### config.mk
export PLATFORM = sky130hd
export DESIGN_NAME = adder_share_ctrl
export DESIGN_NICKNAME = d
export VERILOG_FILES = /design/src/rtl/adder_share_pkg.sv /design/src/rtl/adder_share_ctrl_arb.sv /design/src/rtl/adder_share_ctrl.sv
export SDC_FILE = /design/constraint.sdc
export NUM_CORES = 1
export LEC_CHECK = 0
export CAP_MARGIN = 20
export CORE_MARGIN = 4
export CORE_UTILIZATION = 47
export DETAILED_ROUTE_END_ITERATION = 8
export GPL_TIMING_DRIVEN = 1
export PLACE_DENSITY = 0.88
export SYNTH_ARGS = -nofsm -noshare
export SYNTH_HDL_FRONTEND = slang
export SYNTH_SLANG_ARGS = --single-unit
### constraint.sdc
create_clock -name clk -period 22.3 [get_ports clk]
set_clock_uncertainty 0.05 [all_clocks]
set_input_delay 2.23 -clock clk [delete_from_list [all_inputs] [get_ports clk]]
set_output_delay 2.23 -clock clk [all_outputs]
set_load 0.02 [all_outputs]
### src/rtl/adder_share_pkg.sv
// Shared types and constants for the shared-adder sequencer.
package adder_share_pkg;

    typedef enum logic [1:0] {
        IDLE = 2'd0,
        EVAL = 2'd1,
        DONE = 2'd2
    } state_t;

    localparam int unsigned DEF_NREQ       = 4;
    localparam int unsigned DEF_ADD_CYCLES = 2;
    localparam int unsigned CNT_W          = 4;

    // Ceiling log2; used to size requester IDs.
    function automatic int unsigned clog2(input int unsigned n);
        int unsigned r;
        r = 0;
        while ((32'd1 << r) < n) r++;
        return r;
    endfunction

endpackage

### src/rtl/adder_share_ctrl_arb.sv
// Combinational round-robin arbiter: first requester at or after rr_ptr, searching cyclically.
module rr_arbiter #(
    parameter int unsigned NREQ = 4,
    parameter int unsigned IDW  = 2
) (
    input  logic [NREQ-1:0] req,
    input  logic [IDW-1:0]  rr_ptr,
    input  logic            en,
    output logic [NREQ-1:0] gnt_c,
    output logic [IDW-1:0]  gnt_idx_c,
    output logic            any_c
);

    localparam int unsigned SW = IDW + 1;

    logic [SW-1:0]  pos;
    logic [IDW-1:0] idx;

    always_comb begin
        gnt_c     = '0;
        gnt_idx_c = '0;
        any_c     = 1'b0;
        pos       = '0;
        idx       = '0;
        for (int unsigned k = 0; k < NREQ; k++) begin
            pos = SW'(rr_ptr) + SW'(k);
            if (pos >= SW'(NREQ)) pos = pos - SW'(NREQ);
            idx = IDW'(pos);
            if (en && !any_c && req[idx]) begin
                any_c        = 1'b1;
                gnt_idx_c    = idx;
                gnt_c[idx]   = 1'b1;
            end
        end
    end

endmodule

### src/rtl/adder_share_ctrl.sv
// Time-shares one 32-bit ripple-carry adder among NREQ requesters with round-robin grant.
// Optional subtract mode (req_sub port) is enabled by defining ADDER_SHARE_SUB_EN.
module adder_share_ctrl
    import adder_share_pkg::*;
#(
    parameter int unsigned NREQ       = DEF_NREQ,
    parameter int unsigned W          = 32,
    parameter int unsigned ADD_CYCLES = DEF_ADD_CYCLES,
    parameter int unsigned IDW        = clog2(NREQ)
) (
    input  logic                clk,
    input  logic                rst,
    input  logic [NREQ-1:0]     req_valid,
    output logic [NREQ-1:0]     req_ready,
    input  logic [NREQ*W-1:0]   req_a,
    input  logic [NREQ*W-1:0]   req_b,
    input  logic [NREQ-1:0]     req_cin,
`ifdef ADDER_SHARE_SUB_EN
    input  logic [NREQ-1:0]     req_sub,
`endif
    output logic                rsp_valid,
    input  logic                rsp_ready,
    output logic [W-1:0]        rsp_sum,
    output logic                rsp_cout,
    output logic [IDW-1:0]      rsp_id
);

    state_t           state_q, state_d;
    logic [IDW-1:0]   rr_ptr_q, rr_ptr_d;
    logic [CNT_W-1:0] cnt_q, cnt_d;
    logic [W-1:0]     op_a_q, op_a_d;
    logic [W-1:0]     op_b_q, op_b_d;
    logic             op_cin_q, op_cin_d;
    logic [IDW-1:0]   op_id_q, op_id_d;
`ifdef ADDER_SHARE_SUB_EN
    logic             op_sub_q, op_sub_d;
`endif
    logic             rsp_valid_q, rsp_valid_d;
    logic [W-1:0]     rsp_sum_q, rsp_sum_d;
    logic             rsp_cout_q, rsp_cout_d;
    logic [IDW-1:0]   rsp_id_q, rsp_id_d;

    logic [W-1:0]     a_arr [NREQ];
    logic [W-1:0]     b_arr [NREQ];
    logic             arb_en;
    logic [NREQ-1:0]  gnt;
    logic [IDW-1:0]   gnt_idx;
    logic             hs;
    logic [W-1:0]     add_b;
    logic             add_cin;
    logic [W-1:0]     add_sum;
    logic             add_cout;
    logic             carry;

    for (genvar i = 0; i < NREQ; i++) begin : g_unpack
        assign a_arr[i] = req_a[i*W +: W];
        assign b_arr[i] = req_b[i*W +: W];
    end

    // Grants only when a result slot is free; held off entirely during reset.
    assign arb_en = !rst && ((state_q == IDLE) || ((state_q == DONE) && rsp_ready));

    rr_arbiter #(
        .NREQ (NREQ),
        .IDW  (IDW)
    ) u_arb (
        .req       (req_valid),
        .rr_ptr    (rr_ptr_q),
        .en        (arb_en),
        .gnt_c     (gnt),
        .gnt_idx_c (gnt_idx),
        .any_c     (hs)
    );

    assign req_ready = gnt;

    // Ripple-carry datapath fed only from the operand registers (multicycle path).
    always_comb begin
        add_b   = op_b_q;
        add_cin = op_cin_q;
`ifdef ADDER_SHARE_SUB_EN
        if (op_sub_q) begin
            add_b   = ~op_b_q;
            add_cin = 1'b1;
        end
`endif
        add_sum = '0;
        carry   = add_cin;
        for (int unsigned i = 0; i < W; i++) begin
            add_sum[i] = op_a_q[i] ^ add_b[i] ^ carry;
            carry      = (op_a_q[i] & add_b[i]) | (carry & (op_a_q[i] ^ add_b[i]));
        end
        add_cout = carry;
    end

    always_ff @(posedge clk) begin
        if (rst) state_q <= IDLE;
        else     state_q <= state_d;
    end

    always_comb begin
        state_d = state_q;
        unique case (state_q)
            IDLE:    if (hs) state_d = EVAL;
            EVAL:    if (cnt_q == '0) state_d = DONE;
            DONE:    if (rsp_ready) state_d = hs ? EVAL : IDLE;
            default: state_d = IDLE;
        endcase
    end

    always_comb begin
        rr_ptr_d    = rr_ptr_q;
        cnt_d       = cnt_q;
        op_a_d      = op_a_q;
        op_b_d      = op_b_q;
        op_cin_d    = op_cin_q;
        op_id_d     = op_id_q;
`ifdef ADDER_SHARE_SUB_EN
        op_sub_d    = op_sub_q;
`endif
        rsp_valid_d = rsp_valid_q;
        rsp_sum_d   = rsp_sum_q;
        rsp_cout_d  = rsp_cout_q;
        rsp_id_d    = rsp_id_q;

        if (hs) begin
            op_a_d   = a_arr[gnt_idx];
            op_b_d   = b_arr[gnt_idx];
            op_cin_d = req_cin[gnt_idx];
            op_id_d  = gnt_idx;
`ifdef ADDER_SHARE_SUB_EN
            op_sub_d = req_sub[gnt_idx];
`endif
            cnt_d    = CNT_W'(ADD_CYCLES - 1);
            rr_ptr_d = (gnt_idx == IDW'(NREQ - 1)) ? '0 : gnt_idx + IDW'(1);
        end

        unique case (state_q)
            EVAL: begin
                if (cnt_q == '0) begin
                    rsp_valid_d = 1'b1;
                    rsp_sum_d   = add_sum;
                    rsp_cout_d  = add_cout;
                    rsp_id_d    = op_id_q;
                end else begin
                    cnt_d = cnt_q - CNT_W'(1);
                end
            end
            DONE:    if (rsp_ready) rsp_valid_d = 1'b0;
            default: ;
        endcase
    end

    always_ff @(posedge clk) begin
        if (rst) begin
            rr_ptr_q    <= '0;
            cnt_q       <= '0;
            op_a_q      <= '0;
            op_b_q      <= '0;
            op_cin_q    <= 1'b0;
            op_id_q     <= '0;
`ifdef ADDER_SHARE_SUB_EN
            op_sub_q    <= 1'b0;
`endif
            rsp_valid_q <= 1'b0;
            rsp_sum_q   <= '0;
            rsp_cout_q  <= 1'b0;
            rsp_id_q    <= '0;
        end else begin
            rr_ptr_q    <= rr_ptr_d;
            cnt_q       <= cnt_d;
            op_a_q      <= op_a_d;
            op_b_q      <= op_b_d;
            op_cin_q    <= op_cin_d;
            op_id_q     <= op_id_d;
`ifdef ADDER_SHARE_SUB_EN
            op_sub_q    <= op_sub_d;
`endif
            rsp_valid_q <= rsp_valid_d;
            rsp_sum_q   <= rsp_sum_d;
            rsp_cout_q  <= rsp_cout_d;
            rsp_id_q    <= rsp_id_d;
        end
    end

    assign rsp_valid = rsp_valid_q;
    assign rsp_sum   = rsp_sum_q;
    assign rsp_cout  = rsp_cout_q;
    assign rsp_id    = rsp_id_q;

endmodule

==> results of run 1 <==
==> layout make-up <==
type	instances	share of cell area [%]
clock buffer	12	2.47
clock inverter	4	0.337
timing repair buffer	316	30.1
sequential	111	21.4
inverter	20	0.722
multi-input combinational	552	42.8
tap	184	2.21
==> kinds of logic after synthesis <==
family	after synthesis	share of synthesized area (%)
buffers and inverters	85	6.12
multiplexers	105	16.3
AND/OR/NAND/NOR	175	11.8
adder cells (fa/ha/maj)	37	9.93
AO/OA/AOI/OAI	235	24.5
flip-flops	111	31.4
==> worst max-delay path, delay by kind of cell, from the launching register on <==
kind            cells  cell delay, ns
flops               1            0.33
fa+ha+maj          32           12.45
compound gates      1            0.19
buf+inv             3            0.19
==> stage by stage <==
stage,instance area [sq um],hold slack (ns),std cells
finish,10400,0.406,1199
global placement,10100,0.389,1183
floorplan,7080,0.382,748
detailed placement,10100,0.396,1183
global route,10400,0.433,1199
CTS,10400,0.407,1199
==> metal layers <==
metal / routed length (microns) / share of wire (%)
met3: 2510 / 10
met1: 9780 / 41
met5: 6 / 0.025
met2: 11300 / 47
met4: 507 / 2.1
==> registers in the layout, summed over array words and instances, names as in the netlist, 2 cells and up, named ones only <==
| name | cells |
|---|---|
| add_b | 32 |
| op_a_q | 32 |
| rsp_sum | 32 |
| cnt_q | 4 |
| op_id_q | 2 |
| rsp_id | 2 |
| state_q | 2 |
==> path summary, 6_finish.rpt <==
path / from / endpoint / depth (start not counted)
max reg2reg: op_a_q[0] / rsp_sum[31] / 36
min: op_id_q[1] / rsp_id[1] / 2
min reg2reg: op_id_q[1] / rsp_id[1] / 2
max: op_a_q[0] / rsp_sum[31] / 36
==> placed cells by master (no fill, tap or decap), types with 10 or more instances in the layout <==
| cell | instances |
|---|---|
| inv_1 | 19 |
| a21oi_1 | 68 |
| mux2_2 | 23 |
| nand2_1 | 71 |
| a221oi_2 | 20 |
| a221oi_1 | 13 |
| dfxtp_1 | 111 |
| nor2b_1 | 29 |
| mux2i_1 | 70 |
| fa_1 | 32 |
| nor2_1 | 20 |
| clkdlybuf4s50_1 | 305 |
| nand3_1 | 33 |
| o21ai_0 | 74 |
| buf_4 | 10 |
| a221o_1 | 36 |
==> power by group through the flow <==
stage	combinational (uW)	clock, uW	sequential, uW
after floorplan	215	0	298
after global placement	352	0	292
after detailed placement	359	0	295
after CTS	361	159	291
after global routing	392	168	297
final	360	158	291
==> metrics.md, run 1 <==
| Metric | Value |
|---|---|
| Status | finished clean |
| Worst Path Required | about 23 ns |
| Max_cap viols | 0 |
| H-tree levels | 3 |
| Initial antenna violation count | 0 |
| Yosys top cell area share | about a third |
| Syn Area/Cell | between 9 and 10 sq um |
| Largest net degree at the start of global routing | slightly above 80 |
| Grt met1 use | between 30% and 40% |
| Fin crit period | 13.29 ns |
| Post-CTS sizing | 0 |
| Power density over cell area | 77.8 mW/mm^2 |
| Final setup vio count | 0 |
| Sequential share of power | between 30 and 40% |
| Setup CP Type | reg2reg |
| Sequential element share of the synthesized area | between 30% and 40% |
| Most used cell, CP | fa_1 |
| Sw Ratio | 37.4% |
| Switching pwr | 303 uW |
| Comb pwr share | about 45% |
| Asr flop ratio synth | 0% |
| Synth area leader | dfxtp_1 |
| Peak supply drop | about 0.042 mV |
| DR vias | between 6000 and 7000 |
| Syn nets | 1052 |
| Top Usage Layer GRT | met2 |
| CTS Buf Count | 9 |
| Core area | ~0.015 sq mm |
| Synth Cell Area | between 0.007 and 0.008 sq mm |
| Int Pwr | between 500 and 600 uW |
| Slew margin rel. | 27.6% |
| Row cnt | 44 |
| X dimension of the die | 131 microns |
| Drt first pass iters | 5 |
| Top post-synthesis cells by area | dfxtp_1, mux2i_1, fa_1, o21ai_0, a221o_1 |
| DRT antenna net count | 0 |
| Worst-Skew Late Latency | approximately 0.34 ns |
| Filler Cell Count | roughly 1100 |
| IO Pins | around 300 |
| Final period utilization | 59.6% |
| PnR worst setup slack | between 9 and 10 ns |
| First-pass GRT wire length | 35.4 mm |
| Hold violation count in the final report | 0 |
| GR Overflow Total | 0 |
| Pre-CTS setup slack | 9.03 ns |
| Routed wire per std cell | approximately 20 microns |
| Clock slew at reported path FFs | approximately 0.070 ns |
| R2r setup slk | roughly 9 ns |
| Die Height | roughly 130 microns |
| Achievable Freq | about 75 MHz |
| Setup_tns | 0 ns |
| Multi-input logic area | between 0.004 and 0.005 sq mm |
| Via density | 5.78 |
| Total power | between 800 and 900 uW |
| Leak | 0.00430 uW |
| GR Util met3 | 5.89% |
| Mapped Cells | roughly 750 |
| Final net count | 1314 |
| DP HPWL | 18.7 mm |
| Hold_buf cts | 0 |
| Final routed DRC violation total | 0 |
| Post-CTS Setup Bufs | 0 |
| Iter 0 DRT Violations | about 540 |
| Delay of the slowest critical-path stage | 0.43 ns |
| Unrepaired setup endpoints after global routing | false |
| Share of cells above drive strength 1 | around a tenth |
| Die area | 0.0171 sq mm |
| Initial Utilization | around half |
| Fin util | between 70% and 80% |
| Area delta synth->final | 46.9% |
| Routability cong. | 0.871 |
| Worst Path Max Fanout | 2 |
| GR Util met2 | between 40% and 50% |
| GRT Total Usage | a little over a quarter |
| WL final | about 24 mm |
| Slew Limit Fails | 0 |
| WP data arrival | about 14 ns |
| Number of global-route vias before repair | between 6000 and 7000 |
| Main flop type after synthesis | dfxtp_1 |
| PortBufs | between 300 and 400 |
| Setup crit end kind | flip-flop |
| Cell chosen for the clock root | clkbuf_16 |
| Clock Path Buffers | 2 |
| # diodes | 0 |
| TritonCTS Sinks | 111 |
| Startpoint types | flip-flop |
| Cell at the slowest stage of the critical path | fa_1 |
| Top-count cell post-synth | dfxtp_1 |
| Register area | 0.00222 sq mm |
| Least-Margin Pin Slew | 1.08 ns |
| Yosys Warn Count | 0 |
| Post-synth EDFFs | 0 |
| Tightest Hold Check Type | reg2reg |
| Clk pwr share | 19.6% |
| Synth top cells by count | dfxtp_1, o21ai_0, nand2_1 |
| CTS tree | built |
| Synth cell types | 57 |
| Flops & latches, synth | 111 |
Power figures use the tool's default switching activity.
==> inputs of run 2 (changes only) <==
--- a/config.mk
+++ b/config.mk
@@ -7,10 +7,10 @@
 export LEC_CHECK = 0
 export CAP_MARGIN = 20
 export CORE_MARGIN = 4
-export CORE_UTILIZATION = 47
+export CORE_UTILIZATION = 43
 export DETAILED_ROUTE_END_ITERATION = 8
 export GPL_TIMING_DRIVEN = 1
-export PLACE_DENSITY = 0.88
+export PLACE_DENSITY = 0.81
 export SYNTH_ARGS = -nofsm -noshare
 export SYNTH_HDL_FRONTEND = slang
 export SYNTH_SLANG_ARGS = --single-unit
==> constraint.sdc (replaced) <==
create_clock -name clk -period 12.9 [get_ports clk]
set_clock_uncertainty 0.05 [all_clocks]
set_input_delay 1.29 -clock clk [delete_from_list [all_inputs] [get_ports clk]]
set_output_delay 1.29 -clock clk [all_outputs]
set_load 0.02 [all_outputs]
==> metrics.md, run 2 (synthesis results as in run 1) <==
| Metric | Value |
|---|---|
| Status | finished clean (unchanged) |
| Final period utilization | 97.1% (was 59.6%) |
| # diodes | 0 (unchanged) |
| Leak | 0.00428 uW (was 0.00430 uW) |
| R2r setup slk | 0.38 ns (was 9.01 ns) |
| Via density | 5.61 (was 5.78) |
| Cell at the slowest stage of the critical path | fa_1 (unchanged) |
| H-tree levels | 3 (unchanged) |
| Area delta synth->final | 48.6% (was 46.9%) |
| Number of global-route vias before repair | 6771 (was 6620) |
| Routability cong. | 0.861 (was 0.871) |
| Slew margin rel. | 27.3% (was 27.6%) |
| Iter 0 DRT Violations | 520 (was 539) |
| Commonest non-fill, non-tap cell in the layout | clkdlybuf4s50_1 (unchanged) |
| Drt first pass iters | 5 (unchanged) |
| DR vias | 6907 (was 6926) |
| PortBufs | 306 (unchanged) |
| Core area | 0.0160 sq mm (was 0.0146 sq mm) |
| Final routed DRC violation total | 0 (unchanged) |
| Largest net degree at the start of global routing | 81 (was 82) |
| Crit-path leading delay family | adder cells (unchanged) |
| Hold violation count in the final report | 0 (unchanged) |
| WP data arrival | 12.75 ns (was 13.50 ns) |
| Setup crit end kind | flip-flop (unchanged) |
| PnR worst setup slack | 0.377 ns (was 9.01 ns) |
| Delay of the slowest critical-path stage | 0.42 ns (was 0.43 ns) |
| Post-CTS Setup Bufs | 0 (unchanged) |
| Critical Path Stages | 36 (unchanged) |
| Worst Path Max Fanout | 2 (unchanged) |
| Worst-Skew Late Latency | 0.35 ns (was 0.34 ns) |
| Hold Worst Slack | 0.404 ns (was 0.406 ns) |
| GR Overflow Total | 0 (unchanged) |
| Hold Path End | rsp_sum[24] (was rsp_id[1]) |
| Initial Utilization | 44.2% (was 48.3%) |
| Clock Path Buffers | 2 (unchanged) |
| Final net count | 1315 (was 1314) |
| Number of non-filler instances in the completed layout | 1232 (was 1199) |
| Routed wire per std cell | 20.1 microns (about the same) |
| Filler Cell Count | 1310 (was 1092) |
| Buffers & Inverters on Critical Path | 3 (unchanged) |
| Row cnt | 46 (was 44) |
| Setup CP Type | reg2reg (unchanged) |
| Peak supply drop | 0.0910 mV (was 0.0422 mV) |
| Tightest Hold Check Type | reg2reg (unchanged) |
| Cell chosen for the clock root | clkbuf_16 (unchanged) |
| Fin crit period | 12.52 ns (was 13.29 ns) |
| Power density over cell area | 135 mW/mm^2 (was 77.8 mW/mm^2) |
| Pre-CTS setup slack | -0.446 ns (was 9.03 ns) |
| Reg-to-reg startpoint | op_a_q[0] (unchanged) |
| Least-Margin Pin Slew | 1.09 ns (was 1.08 ns) |
| Placed Cells incl. Taps | 1215 (was 1183) |
| Most used cell, CP | fa_2 (was fa_1) |
| Hold Path Cell Cnt | 2 (unchanged) |
| Die Height | 136 microns (was 131 microns) |
| FF-to-FF End | rsp_sum[31] (unchanged) |
| Max_cap viols | 0 (unchanged) |
| Final setup vio count | 0 (unchanged) |
| Share of cells above drive strength 1 | 11.3% (was 9.46%) |
| IO Pins | 307 (unchanged) |
| CTS Buf Count | 9 (unchanged) |
| DRT antenna net count | 0 (unchanged) |
| Die area | 0.0186 sq mm (was 0.0171 sq mm) |
| Finished Cell Area | 0.0105 sq mm (was 0.0104 sq mm) |
| Placed Area | 0.0102 sq mm (was 0.0101 sq mm) |
| R2R cell count | 36 (unchanged) |
| Unrepaired setup endpoints after global routing | false (unchanged) |
| First-pass GRT wire length | 37.0 mm (was 35.4 mm) |
| Achievable Freq | 79.9 MHz (was 75.2 MHz) |
| Most frequent cells in the layout | clkdlybuf4s50_1, dfxtp_1, o21ai_0, nand2_1, mux2i_1 (unchanged) |
| Slew Limit Fails | 0 (unchanged) |
| Startpoint types | flip-flop (unchanged) |
| Worst Path Required | 13.12 ns (was 22.50 ns) |
| GRT Total Usage | 25.6% (was 26.7%) |
| WL final | 24.7 mm (was 24.1 mm) |
| Hold_buf cts | 0 (unchanged) |
| TritonCTS Sinks | 111 (unchanged) |
| Initial antenna violation count | 0 (unchanged) |
| HP Start | rsp_sum[24] (was op_id_q[1]) |
| DP HPWL | 19.3 mm (was 18.7 mm) |
| X dimension of the die | 136 microns (was 131 microns) |
| CTS tree | built (unchanged) |
| Clock slew at reported path FFs | 0.08 ns (was 0.07 ns) |
run 2: cell count changes in the layout (fill, tap and decap cells not counted):
cell / before / now
clkbuf_8: 2 / 1
inv_8: 0 / 2
a211oi_1: 4 / 3
fa_1: 32 / 15
inv_6: 2 / 1
o2111ai_4: 0 / 1
a211oi_2: 1 / 2
o2111ai_2: 1 / 0
buf_12: 0 / 1
fa_2: 0 / 17
run 2: report_power, final:
group | switching (uW) | internal [uW] | total [uW]
Clock | 136 | 141 | 277
Combinational | 325 | 309 | 634
Sequential | 75.7 | 429 | 505
run 2: tightest hold or removal path, delay by kind of cell, from the launching register on:
kind / cells / cell delay, ns
DFF: 1 / 0.31
AOI/OAI and AO/OA: 1 / 0.05
and+or+nand+nor: 1 / 0.05
run 2: through the flow:
stage                     power [uW]  util [%]  setup TNS, ns
after detailed placement        1130      63.5         -0.659
after floorplan                  886         -              0
after global routing            1500      65.7              0
final                           1420      65.7              0
after global placement          1120      63.5         -0.241
after CTS                       1410      65.4              0
run 2: worst max-delay path by stage:
| stage | start | end | slack, ns |
|---|---|---|---|
| floorplan | op_a_q[0] | rsp_sum[31] | 0.19 |
| global placement | op_a_q[0] | rsp_sum[31] | -0.24 |
| detailed placement | op_a_q[0] | rsp_sum[31] | -0.45 |
| CTS | op_a_q[0] | rsp_sum[31] | 0.02 |
| global route | op_a_q[0] | rsp_sum[31] | 0.04 |
| finish | op_a_q[0] | rsp_sum[31] | 0.38 |
run 2: layer usage:
metal	up-vias	track usage, %	routed length [microns]
met5	-	0	0
met4	0	7.11	526
met3	31	6.92	2610
met2	351	41.2	11400
met1	3256	34.0	10200
li1	3269	-	-
run 2: repair_timing:
item / in CTS / in global routing
hold endpoints to repair: 0 / 0
gates cloned: 0 / 0
resized for setup: 9 / 9
endpoints found under the setup margin: 3 / 3
run 2: layout make-up:
class,count,area (sq um),area share [%]
multi-input combinational,552,4500,42.8
tap,216,270,2.57
clock inverter,5,48.8,0.464
sequential,111,2220,21.1
inverter,20,75.1,0.714
clock buffer,11,243,2.31
timing repair buffer,317,3150,30.0
==> inputs of run 3 (changes only) <==
--- a/config.mk
+++ b/config.mk
@@ -11,6 +11,7 @@
 export DETAILED_ROUTE_END_ITERATION = 8
 export GPL_TIMING_DRIVEN = 1
 export PLACE_DENSITY = 0.81
+export SLEW_MARGIN = 20
 export SYNTH_ARGS = -nofsm -noshare
 export SYNTH_HDL_FRONTEND = slang
 export SYNTH_SLANG_ARGS = --single-unit
==> metrics.md, run 3 (synthesis results as in run 1) <==
| Metric | Value |
|---|---|
| Status | finished clean (unchanged) |
| Met2 Wirelength | 11.4 mm (about the same) |
| Max_cap viols | 0 (unchanged) |
| Most frequent cells in the layout | clkdlybuf4s50_1, dfxtp_1, o21ai_0, nand2_1, mux2i_1 (unchanged) |
| Cell chosen for the clock root | clkbuf_16 (unchanged) |
| Achievable Freq | 79.8 MHz (was 79.9 MHz) |
| DR WL met3 | 2.43 mm (was 2.61 mm) |
| Initial antenna violation count | 0 (unchanged) |
| Final period utilization | 97.1% (about the same) |
| Hold Path Cell Cnt | 2 (unchanged) |
| Cell at the slowest stage of the critical path | fa_1 (unchanged) |
| DP HPWL | 19.3 mm (unchanged) |
| Final setup vio count | 0 (unchanged) |
| Peak supply drop | 0.0897 mV (was 0.0910 mV) |
| CTS tree | built (unchanged) |
| Setup crit end kind | flip-flop (unchanged) |
| Worst Path Required | 13.12 ns (about the same) |
| GRT Total Usage | 25.6% (unchanged) |
| Core area | 0.0160 sq mm (unchanged) |
| R2r setup slk | 0.37 ns (was 0.38 ns) |
| Final routed DRC violation total | 0 (unchanged) |
| Drt first pass iters | 6 (was 5) |
| Number of non-filler instances in the completed layout | 1232 (unchanged) |
| Worst Path Max Fanout | 2 (unchanged) |
| Placed Area | 0.0102 sq mm (unchanged) |
| # diodes | 0 (unchanged) |
| H-tree levels | 3 (unchanged) |
| Leak | 0.00429 uW (was 0.00428 uW) |
| R2R cell count | 36 (unchanged) |
| Number of global-route vias before repair | 6771 (unchanged) |
| Largest net degree at the start of global routing | 81 (unchanged) |
| FF-to-FF End | rsp_sum[31] (unchanged) |
| Filler Cell Count | 1309 (was 1310) |
| GR Overflow Total | 0 (unchanged) |
| Delay of the slowest critical-path stage | 0.42 ns (about the same) |
| Commonest non-fill, non-tap cell in the layout | clkdlybuf4s50_1 (unchanged) |
| Setup CP Type | reg2reg (unchanged) |
| X dimension of the die | 136 microns (unchanged) |
| Fin util | 65.8% (was 65.7%) |
| Tightest Hold Check Type | reg2reg (unchanged) |
| Startpoint types | flip-flop (unchanged) |
| DRT antenna net count | 0 (unchanged) |
| CTS Buf Count | 9 (unchanged) |
| Placed Cells incl. Taps | 1215 (unchanged) |
| Die Height | 136 microns (unchanged) |
| Clock slew at reported path FFs | 0.08 ns (about the same) |
| DR vias | 6884 (was 6907) |
| Fin crit period | 12.53 ns (was 12.52 ns) |
| Row cnt | 46 (unchanged) |
| Slew margin rel. | 30.7% (was 27.3%) |
| TritonCTS Sinks | 111 (unchanged) |
| Most used cell, CP | fa_2 (unchanged) |
| Met1 WL | 10.3 mm (was 10.2 mm) |
| Via density | 5.59 (was 5.61) |
| WL final | 24.7 mm (about the same) |
| First-pass GRT wire length | 37.0 mm (unchanged) |
| Clock Path Buffers | 2 (unchanged) |
| IO Pins | 307 (unchanged) |
| Final net count | 1315 (unchanged) |
| Initial Utilization | 44.2% (unchanged) |
| Routability cong. | 0.861 (unchanged) |
| Slew Limit Fails | 0 (unchanged) |
| PortBufs | 306 (unchanged) |
| Unrepaired setup endpoints after global routing | false (unchanged) |
| Power density over cell area | 135 mW/mm^2 (about the same) |
| Hold violation count in the final report | 0 (unchanged) |
| Routed wire per std cell | 20.1 microns (about the same) |
| Iter 0 DRT Violations | 456 (was 520) |
| Die area | 0.0186 sq mm (unchanged) |
| Finished Cell Area | 0.0105 sq mm (about the same) |
| Reg-to-reg startpoint | op_a_q[0] (unchanged) |
| Area delta synth->final | 48.7% (was 48.6%) |
| Top Layer Used | met4 (unchanged) |
| Hold Path End | rsp_id[0] (was rsp_sum[24]) |
| Share of cells above drive strength 1 | 11.3% (unchanged) |
| Worst-Skew Late Latency | 0.35 ns (about the same) |
| WP data arrival | 12.75 ns (about the same) |
| HP Start | op_id_q[0] (was rsp_sum[24]) |
| Least-Margin Pin Slew | 1.03 ns (was 1.09 ns) |
[run 3: cell counts in the layout (fill, tap and decap cells not counted)]
Identical to the previous run, type by type.
[run 3: worst max-delay path, delay by kind of cell (launching register included)]
| family | cells | cell delay [ns] |
|---|---|---|
| adder cells (fa/ha/maj) | 32 | 11.67 |
| flip-flops | 1 | 0.33 |
| buffers and inverters | 3 | 0.21 |
| AO/OA/AOI/OAI | 1 | 0.18 |
[run 3: stage by stage]
step / setup TNS, ns / total power (uW) / hold slack (ns) / worst slack [ns]
after global routing: 0 / 1510 / 0.426 / 0.0438
after floorplan: 0 / 886 / 0.382 / 0.192
after detailed placement: -0.659 / 1130 / 0.397 / -0.446
after global placement: -0.241 / 1120 / 0.388 / -0.241
after CTS: 0 / 1410 / 0.407 / 0.0187
final: 0 / 1420 / 0.406 / 0.369
[run 3: per-layer routing]
metal / track usage [%] / vias to the layer above
li1: - / 3269
met3: 6.92 / 27
met4: 7.11 / 0
met1: 34.0 / 3234
met2: 41.2 / 354
met5: 0 / -
[run 3: timing repair]
action,in CTS,in global routing
gates resized for setup,9,9
hold buffers,0,0
pin swaps,0,0
endpoints found under the setup margin,3,3
setup buffers,0,0
[run 3: report_power, final]
| part | switching, uW | internal [uW] | total [uW] | leakage [uW] |
|---|---|---|---|---|
| Sequential | 75.6 | 429 | 504 | 0.000914 |
| Clock | 136 | 141 | 277 | 0.000144 |
| Combinational | 325 | 310 | 635 | 0.00323 |
| Total | 537 | 880 | 1420 | 0.00429 |
[run 3: area by class of cell]
type,count,area (sq um),area share [%]
clock inverter,5,48.8,0.464
inverter,20,75.1,0.713
sequential,111,2220,21.1
timing repair buffer,317,3160,30.0
clock buffer,11,243,2.31
multi-input combinational,552,4500,42.8
tap,216,270,2.57
[run 3: how the worst max path moves through the flow]
stage,startpoint,end,slack (ns)
2_1_floorplan,op_a_q[0],rsp_sum[31],0.19
3_3_place_gp,op_a_q[0],rsp_sum[31],-0.24
3_5_place_dp,op_a_q[0],rsp_sum[31],-0.45
4_1_cts,op_a_q[0],rsp_sum[31],0.02
5_1_grt,op_a_q[0],rsp_sum[31],0.04
6_report,op_a_q[0],rsp_sum[31],0.37
